$ cat config.mk
export PLATFORM = sky130hd
export DESIGN_NAME = rob_commit_ctrl
export DESIGN_NICKNAME = d
export VERILOG_FILES = /design/src/rtl/rob_commit_ctrl.sv
export SDC_FILE = /design/constraint.sdc
export NUM_CORES = 1
export LEC_CHECK = 0
export BUFFER_PORTS_ARGS = -buffer_cell sky130_fd_sc_hd__clkbuf_2
export CAP_MARGIN = 40
export CORE_ASPECT_RATIO = 1.5
export CORE_UTILIZATION = 62
export DETAILED_ROUTE_END_ITERATION = 7
export GPL_TIMING_DRIVEN = 0
export HOLD_SLACK_MARGIN = 0.02
export PLACE_DENSITY = 0.88
export SLEW_MARGIN = 0
export SYNTH_ARGS = -nofsm -noshare
export SYNTH_HDL_FRONTEND = slang
export SYNTH_SLANG_ARGS = --single-unit
$ cat constraint.sdc
create_clock -name clk -period 5.41 [get_ports clk]
set_input_delay 0.541 -clock clk [delete_from_list [all_inputs] [get_ports clk]]
set_output_delay 0.541 -clock clk [all_outputs]
set_load 0.01 [all_outputs]
$ cat src/rtl/rob_commit_ctrl.sv
//==============================================================================
// rob_commit_ctrl
// Reorder-buffer sequencing: in-order tag allocation, out-of-order completion,
// and in-order commit over a valid/ready handshake.
// Revision: 1.0
//==============================================================================
`default_nettype none

module rob_commit_ctrl #(
    parameter int ADDR_WIDTH = 4
) (
    input  logic                  clk,
    input  logic                  reset,
    input  logic                  alloc_req,
    output logic                  alloc_ready,
    output logic [ADDR_WIDTH-1:0] alloc_tag,
    input  logic                  complete_valid,
    input  logic [ADDR_WIDTH-1:0] complete_tag,
    output logic                  commit_valid,
    output logic [ADDR_WIDTH-1:0] commit_tag,
    input  logic                  commit_ready,
    input  logic                  flush,
    output logic                  empty,
    output logic                  full,
    output logic [ADDR_WIDTH:0]   count
);

    localparam int DEPTH = 1 << ADDR_WIDTH;
    localparam logic [ADDR_WIDTH:0] C_DEPTH = (ADDR_WIDTH+1)'(DEPTH);

    logic [ADDR_WIDTH-1:0] head_q, head_d;
    logic [ADDR_WIDTH-1:0] tail_q, tail_d;
    logic [ADDR_WIDTH:0]   count_q, count_d;
    logic [DEPTH-1:0]      valid_q, valid_d;
    logic [DEPTH-1:0]      done_q, done_d;

    logic alloc_fire;
    logic commit_fire;

    assign full         = (count_q == C_DEPTH);
    assign empty        = (count_q == '0);
    assign count        = count_q;
    assign alloc_ready  = ~full;
    assign alloc_tag    = tail_q;
    assign commit_tag   = head_q;
    assign commit_valid = valid_q[head_q] & done_q[head_q];

    assign alloc_fire  = alloc_req & ~full;
    assign commit_fire = commit_valid & commit_ready;

    always_comb begin
        head_d  = head_q;
        tail_d  = tail_q;
        count_d = count_q;
        valid_d = valid_q;
        done_d  = done_q;

        if (flush) begin
            head_d  = '0;
            tail_d  = '0;
            count_d = '0;
            valid_d = '0;
            done_d  = '0;
        end else begin
            if (complete_valid && valid_q[complete_tag]) begin
                done_d[complete_tag] = 1'b1;
            end
            // Commit clear is applied after completion so it wins on the head entry.
            if (commit_fire) begin
                valid_d[head_q] = 1'b0;
                done_d[head_q]  = 1'b0;
                head_d          = head_q + 1'b1;
            end
            if (alloc_fire) begin
                valid_d[tail_q] = 1'b1;
                done_d[tail_q]  = 1'b0;
                tail_d          = tail_q + 1'b1;
            end
            count_d = count_q + (ADDR_WIDTH+1)'(alloc_fire)
                              - (ADDR_WIDTH+1)'(commit_fire);
        end
    end

    always_ff @(posedge clk) begin
        if (reset) begin
            head_q  <= '0;
            tail_q  <= '0;
            count_q <= '0;
            valid_q <= '0;
            done_q  <= '0;
        end else begin
            head_q  <= head_d;
            tail_q  <= tail_d;
            count_q <= count_d;
            valid_q <= valid_d;
            done_q  <= done_d;
        end
    end

endmodule

`default_nettype wire

==> flow_summary.yaml, run 1 <==
outcome:
  status: "finished, final reports clean"
timing:
  relSlewSlack_pct: 46.3
  max_clock_freq_mhz: 300
  post-route-period-util_pct: 61.5
  slew_viol_final: 0
  tightest_slew_ns: 0.804
  tns_ns: 0
  final.setup_skew_ns: 0.00738
  rsz0062_at_grt: "no"
  hold_viol: 0
  post-route-min-period_ns: 3.33
  setup_violations: 0
critical_path:
  worst-path-buf-inv: 2
  critical_path_arrival_ns: 3.50
  cp_cell_sequence: "mux4_1, o22a_1, buf_2, a21boi_4, ha_1, inv_1, ha_1, fa_1, a21oi_1, nor2_1, nor2_1, xnor2_1, nor2_1"
  cp-end-kind: "flip-flop"
  critical_path.most_common_cell: "sky130_fd_sc_hd__nor2_1"
  timing.setup.critical_path_class: "flip-flop to flip-flop"
  worstPathRequired_ns: 5.59
  timing.critical_path.max_delay_family: "adder cells"
  crit_path_start: "commit_tag[1]"
  reg2reg_launch_point: "commit_tag[1]"
  setup_crit_start_kind: "flip-flop"
  crit_path_max_incr_delay_ns: 0.66
  worst_path_cell_with_the_longest_stage_delay: "sky130_fd_sc_hd__mux4_1"
  critPathMaxFanout: 10
global_route:
  sum_of_overflow_across_all_layers_after_global_routing: 0
  initial_antenna_violation_count: 0
  grt_pass1_wl_um: 10400
  grt_start_max_net_pins: 16
  vias_in_the_first_global_route: 2162
  globalRouteTotalUtil_pct: 34.2
pwr:
  seq_power_share_pct: 48.5
  leakagePower_nw: 0.972
  power.density_cell_area_mw_per_mm2: 249
  ir_worst_vdd_mv: 0.215
  p_int_mw: 0.536
  power.switching_fraction_pct: 22.7
  net_switching_component_of_the_power_mw: 0.157
  power.clock.fraction_pct: 44.6
  power.share.combinational_pct: 6.9
cts:
  post_cts_buffers: 0
  number_of_buffers_on_the_longest_clock_path: 2
  clk_pin_slew_worst_paths_ns: 0.09
  ctsRootBufferMaster: "sky130_fd_sc_hd__clkbuf_8"
  cts-hold-fix-buffers: 0
  cts_tree: "built"
  ctsHtreeMaxLevel: 2
  post_cts_resize_count: 0
  total_cts_buffers: 5
  clock-sinks: 45
  insertion_delay_ns: 0.30
min_path:
  hp-class: "flip-flop to flip-flop"
  worst_hold_startpoint: "valid_q[9]"
placement:
  hpwl_um: 4670
  weighted_congestion_at_the_end_of_routability_driven_global_placement: 1.05
  port_buffers: 24
die:
  start_util_pct: 65.8
  chip_width_um: 53.5
  std_cell_rows: 27
  core-area_mm2: 0.00375
  io_pins: 27
  fp.dieArea_mm2: 0.00424
  die_span_y_um: 79.3
logic_synthesis:
  yosysSeqAreaShare_pct: 36.5
  netlist_instances: 281
  ys_ff_latch: 45
  synthesis.area_per_instance_um2: 8.79
  synth_cell_types: 41
  synthesis.area_mm2: 0.00247
  synth_simple_gate_area_share_pct: 26.2
  synth_adder_area_share_pct: 7.91
  synth-compound-area-share_pct: 13.2
  synth.yosys.warnings: 0
  synth_top_family_by_area: "simple AND/OR/NAND/NOR gates"
  synth.mux.area_fraction_pct: 9.33
  synth_xor_area_share_pct: 2.48
  post_synth_edffs: 0
  nets_in_the_synthesized_netlist: 306
  async_flop_share_pct: 0
  yosys_most_used_dff: "sky130_fd_sc_hd__dfxtp_1"
detailed_routing:
  drc_errors: 0
  antenna_left: 0
  via_count: 2343
  via_per_inst: 6.58
  drt_first_iter_violations: 176
  first_pass_iters: 5
  finalWirelength_um: 6550
  routed_wire_length_per_instance_um: 18.4
flow_run:
  max_cap_viol_count: 0
cells_and_area:
  top_library_cells_by_usage_in_the_layout_fill_and_taps_aside: "sky130_fd_sc_hd__nand2_1, sky130_fd_sc_hd__dfxtp_1, sky130_fd_sc_hd__clkbuf_2"
  final_layout_size_suffix_gt1_share_pct: 16.3
  finalNetCount: 337
  area_delta_synth_final_pct: 12.6
  layout.cells.most_common: "sky130_fd_sc_hd__nand2_1"
  finish.utilization_pct: 74.1
  antennaDiodeCount: 0
[cell type report]
class	count	area, µm²
inverters	11	41.3
flip-flops and latches	45	901
repair buffers	24	120
well taps	43	53.8
clock buffers	5	68.8
multi-input cells	210	1460
clock inverters	3	68.8
plain buffers	15	66.3
fillers	289	970
[power groups by stage]
stage,Sequential (mW),Combinational [mW],Clock (mW)
final,0.337,0.0476,0.309
after global routing,0.337,0.0517,0.325
after CTS,0.336,0.0466,0.310
after detailed placement,0.344,0.0462,0
after global placement,0.344,0.0452,0
after floorplan,0.344,0.0282,0
[per-stage QoR]
stage	power (mW)	cell area [µm²]	std cells	setup slack, ns	hold slack [ns]
detailed placement	0.390	2640	348	2.13	0.457
CTS	0.693	2780	356	2.11	0.474
floorplan	0.373	2470	281	2.44	0.439
global route	0.713	2780	356	1.93	0.502
finish	0.693	2780	356	2.08	0.474
global placement	0.389	2640	348	2.20	0.455
[cells in the mapped netlist, types with 3 or more instances]
| cell | count | share of area (%) |
|---|---|---|
| sky130_fd_sc_hd__mux4_2 | 6 | 5.5 |
| sky130_fd_sc_hd__or3_1 | 3 | 0.76 |
| sky130_fd_sc_hd__nor3b_2 | 3 | 1.5 |
| sky130_fd_sc_hd__nor3_1 | 15 | 3.0 |
| sky130_fd_sc_hd__and3b_1 | 3 | 1.1 |
| sky130_fd_sc_hd__o32ai_1 | 3 | 1.1 |
| sky130_fd_sc_hd__dfxtp_1 | 45 | 36 |
| sky130_fd_sc_hd__nor4_1 | 12 | 3.0 |
| sky130_fd_sc_hd__nand2b_1 | 3 | 0.76 |
| sky130_fd_sc_hd__nor2_1 | 22 | 3.3 |
| sky130_fd_sc_hd__nor3b_1 | 6 | 1.8 |
| sky130_fd_sc_hd__o2bb2ai_1 | 11 | 3.9 |
| sky130_fd_sc_hd__o21ai_0 | 7 | 1.4 |
| sky130_fd_sc_hd__nand2_1 | 48 | 7.3 |
| sky130_fd_sc_hd__clkbuf_1 | 11 | 1.7 |
| sky130_fd_sc_hd__ha_1 | 14 | 7.1 |
| sky130_fd_sc_hd__inv_1 | 10 | 1.5 |
| sky130_fd_sc_hd__a21oi_1 | 22 | 4.5 |
| sky130_fd_sc_hd__xor2_1 | 3 | 1.1 |
| sky130_fd_sc_hd__and2_1 | 3 | 0.76 |
| sky130_fd_sc_hd__xnor2_1 | 4 | 1.4 |
[routing by layer]
metal / track usage (%) / routed length (µm) / vias to the layer above / part of all wire (%)
met5: 0 / 0 / - / 0
met4: 20.0 / 381 / 0 / 5.8
met3: 9.77 / 714 / 45 / 11
met2: 55.5 / 3230 / 185 / 49
met1: 38.2 / 2220 / 1056 / 34
li1: - / - / 1057 / -
[final timing paths]
check | endpoint | slack, ns | cells past startpoint
worst max-delay path | count[4] | 2.08 | 13
worst min-delay path | valid_q[9] | 0.47 | 2
worst max register to register | count[4] | 2.08 | 13
worst min register to register | valid_q[9] | 0.47 | 2
[flip-flops by register name, summed over array words and instances, names as in the netlist]
register	flops
alloc_tag	4
valid_q	16
commit_tag	4
count	5
done_q	16
[worst min-delay path: stages, from the launching register on]
cell and delay, ns:
sky130_fd_sc_hd__dfxtp_1 0.33, sky130_fd_sc_hd__nand2_1 0.06, sky130_fd_sc_hd__o2bb2ai_1 0.05
[cells by family after synthesis]
logic type               count (synthesis)
flip-flops                              45
XOR/XNOR                                 7
AO/OA/AOI/OAI                           48
multiplexers                            12
adder cells (fa/ha/maj)                 15
AND/OR/NAND/NOR                        128
buffers and inverters                   26
No activity file was read; power rests on OpenSTA's default activity.
==> inputs of run 2 (changes only) <==
- CORE_UTILIZATION: 62 -> 58
- PLACE_DENSITY: 0.88 -> 0.83
- clock period: 5.41 -> 3.45 ns (I/O delays scaled with it)
==> run 2 against run 1 <==
- combinational power up 56%
- count of clock-buffer cells in the layout up 1
- cell count up 0.56%
- maximum frequency up 4.7%
- first-iteration DRC count unchanged
- non-clock buffer count unchanged
- critical path type unchanged
==> flow_summary.yaml, run 2 (synthesized netlist as in run 1, its figures left out) <==
die:
  std_cell_rows: 28
  fp.dieArea_mm2: 0.00453
  core-area_mm2: 0.00399
  io_pins: 27
  chip_width_um: 55.3
  die_span_y_um: 81.9
  start_util_pct: 61.8
timing:
  tns_ns: 0
  hold_viol: 0
  timing.hold.ws_ns: 0.335
  slew_viol_final: 0
  tightest_slew_ns: 0.879
  rsz0062_at_grt: "no"
  post-route-period-util_pct: 92.1
  max_clock_freq_mhz: 315
  finalWorstSetupSlack_ns: 0.271
  post-route-min-period_ns: 3.18
  final.setup_skew_ns: 0.00987
  setup_violations: 0
  relSlewSlack_pct: 41.2
global_route:
  initial_antenna_violation_count: 0
  grt_pass1_wl_um: 10100
  globalRouteTotalUtil_pct: 29.5
  vias_in_the_first_global_route: 2093
  grt_start_max_net_pins: 15
  sum_of_overflow_across_all_layers_after_global_routing: 0
critical_path:
  critical_path_arrival_ns: 3.35
  setup_crit_start_kind: "flip-flop"
  cp-end-kind: "flip-flop"
  critical_path.most_common_cell: "sky130_fd_sc_hd__nor2_1"
  worstPathRequired_ns: 3.62
  worst_path_cell_with_the_longest_stage_delay: "sky130_fd_sc_hd__mux4_1"
  timing.critical_path.max_delay_family: "adder cells"
  crit_path_max_incr_delay_ns: 0.62
  critical_path.reg2reg.endpoint: "count[4]"
  worst-path-buf-inv: 2
  cp_cell_sequence: "mux4_1, o22a_1, buf_2, a21boi_4, ha_1, inv_1, ha_1, fa_1, a21oi_1, nor2_1, nor2_1, xnor2_1, nor2_1"
  reg2reg_launch_point: "commit_tag[1]"
  critPathMaxFanout: 10
  reg2reg_setup_slack_ns: 0.27
  timing.setup.critical_path_class: "flip-flop to flip-flop"
  r2r.worst_path.cells: 13
cells_and_area:
  filler_cell_count: 338
  layout.cells.most_common: "sky130_fd_sc_hd__nand2_1"
  top_library_cells_by_usage_in_the_layout_fill_and_taps_aside: "sky130_fd_sc_hd__nand2_1, sky130_fd_sc_hd__dfxtp_1, sky130_fd_sc_hd__clkbuf_2"
  layout.area.seq_um2: 902
  area_delta_synth_final_pct: 12.1
  stdcell_area_mm2: 0.00277
  final_layout_size_suffix_gt1_share_pct: 16.6
  finish.utilization_pct: 69.3
  multiInputGateArea_mm2: 0.00146
  antennaDiodeCount: 0
  finalNetCount: 337
min_path:
  hp-class: "primary input to flip-flop"
  hold_path_cells: 2
  worst_hold_path.endpoint: "done_q[14]"
  worst_hold_startpoint: "commit_ready"
detailed_routing:
  finalWirelength_um: 6450
  via_count: 2315
  drc_errors: 0
  antenna_left: 0
  drt_first_iter_violations: 176
  first_pass_iters: 6
  routed_wire_length_per_instance_um: 18.0
  via_per_inst: 6.47
cts:
  ctsRootBufferMaster: "sky130_fd_sc_hd__clkbuf_8"
  clk_pin_slew_worst_paths_ns: 0.09
  total_cts_buffers: 5
  number_of_buffers_on_the_longest_clock_path: 2
  clock-sinks: 45
  cts_tree: "built"
  post_cts_buffers: 0
  ctsHtreeMaxLevel: 2
  insertion_delay_ns: 0.31
placement:
  port_buffers: 24
  weighted_congestion_at_the_end_of_routability_driven_global_placement: 0.994
  preCtsSetupSlack_ns: 0.176
  hpwl_um: 4620
  placed_area_mm2: 0.00265
pwr:
  power.density_cell_area_mw_per_mm2: 372
  ir_worst_vdd_mv: 0.371
  leakagePower_nw: 0.962
flow_run:
  max_cap_viol_count: 0
outcome:
  status: "finished, final reports clean"
-- run 2: worst reg2reg max path: cells and delay by family, from the launching register on --
family	cells	cell delay, ns
AO/OA/AOI/OAI	3	0.62
XOR/XNOR	1	0.14
adder cells (fa/ha/maj)	3	0.75
buffers and inverters	2	0.24
flip-flops	1	0.45
multiplexers	1	0.63
AND/OR/NAND/NOR	3	0.22
-- run 2: worst max-delay path by stage --
| stage | from | endpoint | slack, ns | depth (start not counted) |
|---|---|---|---|---|
| 3_3_place_gp | commit_tag[1] | count[4] | 0.23 | 13 |
| 4_1_cts | commit_tag[1] | count[4] | 0.15 | 13 |
| 6_report | commit_tag[1] | count[4] | 0.27 | 13 |
| 5_1_grt | commit_tag[1] | count[4] | 0.11 | 13 |
| 3_5_place_dp | commit_tag[1] | count[4] | 0.18 | 13 |
| 2_1_floorplan | commit_tag[1] | count[4] | 0.48 | 13 |
-- run 2: metrics by stage --
step                cells  power [mW]
CTS                   358        1.03
global route          358        1.05
detailed placement    350       0.612
global placement      350       0.611
finish                358        1.03
floorplan             281       0.584
-- run 2: routing by layer --
metal	share of wire (%)	GRT usage (%)
met1	37	32.7
met5	0	0
met2	48	51.4
met3	8.3	5.20
met4	6.7	20.3
-- run 2: area by class of cell --
cell class,instances,area share (%)
Buffer,15,2.40
Clock buffer,6,2.99
Clock inverter,2,1.36
Inverter,11,1.49
Multi-Input combinational cell,210,52.8
Sequential cell,45,32.6
Tap cell,45,2.04
Timing Repair Buffer,24,4.34
-- run 2: report_power, final --
group / internal [mW] / leakage [nW] / switching (mW)
Combinational: 0.0256 / 0.541 / 0.0488
Sequential: 0.523 / 0.363 / 0.00473
Clock: 0.236 / 0.0574 / 0.190
-- run 2: repair_timing --
| item | CTS | global route |
|---|---|---|
| gates resized for setup | 0 | 1 |
| endpoints found under the setup margin | 0 | 1 |
| hold buffers | 0 | 0 |
==> inputs of run 3 (changes only) <==
- CORE_UTILIZATION: 58 -> 28
- PLACE_DENSITY: 0.83 -> 0.48
- clock period: 3.45 -> 3 ns (I/O delays scaled with it)
==> run 3 against run 2 <==
- global-route usage is 12 points lower
- worst hold slack worse by 0.041 ns
- wire length rose by 15%
- register-to-register slack got worse by 0.15 ns
- largest cell class unchanged
- largest power group unchanged
==> flow_summary.yaml, run 3 (synthesized netlist as in run 1, its figures left out) <==
die:
  start_util_pct: 29.2
  die_span_y_um: 117
  chip_width_um: 78.7
  io_pins: 27
  std_cell_rows: 41
  fp.dieArea_mm2: 0.00920
  core-area_mm2: 0.00846
timing:
  post-route-min-period_ns: 2.88
  tightest_slew_ns: 0.698
  final.setup_skew_ns: 0.00780
  hold_viol: 0
  post-route-period-util_pct: 95.8
  finalWorstSetupSlack_ns: 0.125
  slew_viol_final: 0
  relSlewSlack_pct: 53.3
  setup_violations: 0
  rsz0062_at_grt: "no"
  max_clock_freq_mhz: 348
  tns_ns: 0
  timing.hold.ws_ns: 0.295
placement:
  preCtsSetupSlack_ns: -0.328
  port_buffers: 24
  placed_area_mm2: 0.00272
  weighted_congestion_at_the_end_of_routability_driven_global_placement: 0.828
  hpwl_um: 5450
cells_and_area:
  layout.cells.most_common: "sky130_fd_sc_hd__nand2_1"
  area_delta_synth_final_pct: 18.0
  final_layout_size_suffix_gt1_share_pct: 19.0
  finish.utilization_pct: 34.4
  top_library_cells_by_usage_in_the_layout_fill_and_taps_aside: "sky130_fd_sc_hd__nand2_1, sky130_fd_sc_hd__dfxtp_1, sky130_fd_sc_hd__clkbuf_2"
  stdcell_area_mm2: 0.00291
  finalNetCount: 339
  antennaDiodeCount: 0
outcome:
  status: "finished, final reports clean"
cts:
  cts_tree: "built"
  total_cts_buffers: 5
  clk_pin_slew_worst_paths_ns: 0.07
  number_of_buffers_on_the_longest_clock_path: 2
  clock-sinks: 45
  ctsRootBufferMaster: "sky130_fd_sc_hd__clkbuf_16"
  insertion_delay_ns: 0.29
  ctsHtreeMaxLevel: 2
pwr:
  power.switching_fraction_pct: 23.2
  power.share.combinational_pct: 6.7
  leakagePower_nw: 1.00
  p_int_mw: 0.984
  ir_worst_vdd_mv: 0.254
  power.clock.fraction_pct: 45.9
  seq_power_share_pct: 47.4
  net_switching_component_of_the_power_mw: 0.296
  power.density_cell_area_mw_per_mm2: 439
detailed_routing:
  detailroute.wirelength.met2_um: 3700
  routed_wire_length_per_instance_um: 17.5
  route.layer.met1.wl_um: 3100
  highest-signal-layer: "met4"
  finalWirelength_um: 7400
  via_count: 2181
  met3_wl_post_dr_um: 379
  drt_first_iter_violations: 221
  antenna_left: 0
  drc_errors: 0
  via_per_inst: 5.17
  first_pass_iters: 5
global_route:
  initial_antenna_violation_count: 0
  globalRouteTotalUtil_pct: 17.4
  vias_in_the_first_global_route: 2174
  sum_of_overflow_across_all_layers_after_global_routing: 0
  grt_pass1_wl_um: 11700
  grt_start_max_net_pins: 14
critical_path:
  critical_path_arrival_ns: 3.03
  setup_crit_start_kind: "flip-flop"
  worst-path-buf-inv: 2
  worstPathRequired_ns: 3.16
  critPathMaxFanout: 10
  timing.setup.critical_path_class: "flip-flop to flip-flop"
  crit_path_start: "commit_tag[1]"
  cp_cell_sequence: "mux4_2, o22a_1, buf_4, a21boi_4, ha_1, inv_1, ha_1, fa_2, a21oi_2, nor2_1, nor2_1, xnor2_1, nor2_1"
  critical_path.most_common_cell: "sky130_fd_sc_hd__nor2_1"
  reg2reg_launch_point: "commit_tag[1]"
  worst_path_cell_with_the_longest_stage_delay: "sky130_fd_sc_hd__mux4_2"
  cp-end-kind: "flip-flop"
  crit_path_max_incr_delay_ns: 0.56
  timing.critical_path.max_delay_family: "adder cells"
min_path:
  worst_hold_startpoint: "commit_ready"
  hp-class: "primary input to flip-flop"
flow_run:
  max_cap_viol_count: 0
run 3: cell types whose count changed in the layout (fill, tap and decap cells not counted), sizes merged:
cell      before  now
clkinv         0    1
clkinvlp       1    0
buf            4    7
bufinv         1    0
run 3: layer usage:
metal,track usage (%),up-vias
met5,0,-
met4,8.64,0
met3,3.18,13
met2,30.6,74
met1,20.2,1037
li1,-,1057
run 3: cell type report:
cell class / instances / area [µm²]
Buffer: 14 / 66.3
Fill cell: 871 / 5550
Multi-Input combinational cell: 210 / 1460
Inverter: 11 / 43.8
Clock inverter: 1 / 5.00
Tap cell: 107 / 134
Clock buffer: 7 / 153
Timing Repair Buffer: 27 / 143
Sequential cell: 45 / 906
run 3: final timing paths:
kind,slack (ns),to,depth (start not counted)
setup / recovery,0.12,count[4],13
hold / removal,0.29,done_q[14],2
setup reg to reg,0.12,count[4],13
hold reg to reg,0.47,valid_q[5],2
run 3: power by group through the flow:
stage          sequential (mW)  combinational, mW  clock (mW)
2_1_floorplan            0.621             0.0508           0
3_3_place_gp             0.621             0.0868           0
3_5_place_dp             0.621             0.0867           0
4_1_cts                  0.606             0.0871       0.602
5_1_grt                  0.607             0.0950       0.629
6_report                 0.607             0.0861       0.587
run 3: worst reg2reg max path: cells and delay by family (launching register included):
family	cells	cell delay (ns)
adders and majority gates	3	0.70
and+or+nand+nor	3	0.20
buffers and inverters	2	0.22
DFF	1	0.42
muxes	1	0.56
AOI/OAI and AO/OA	3	0.51
xor gates and xnor gates	1	0.13
run 3: timing repair:
action | 4_1_cts | 5_1_grt
buffers inserted | 1 | 2
cloned | 0 | 0
endpoints found under the setup margin | 4 | 1
pin swaps | 1 | 0
gates resized for setup | 5 | 4
hold buffers | 0 | 0
run 3: stage by stage:
step | power [mW] | instances
2_1_floorplan | 0.672 | 281
3_3_place_gp | 0.708 | 412
3_5_place_dp | 0.708 | 412
4_1_cts | 1.30 | 421
5_1_grt | 1.33 | 422
6_report | 1.28 | 422
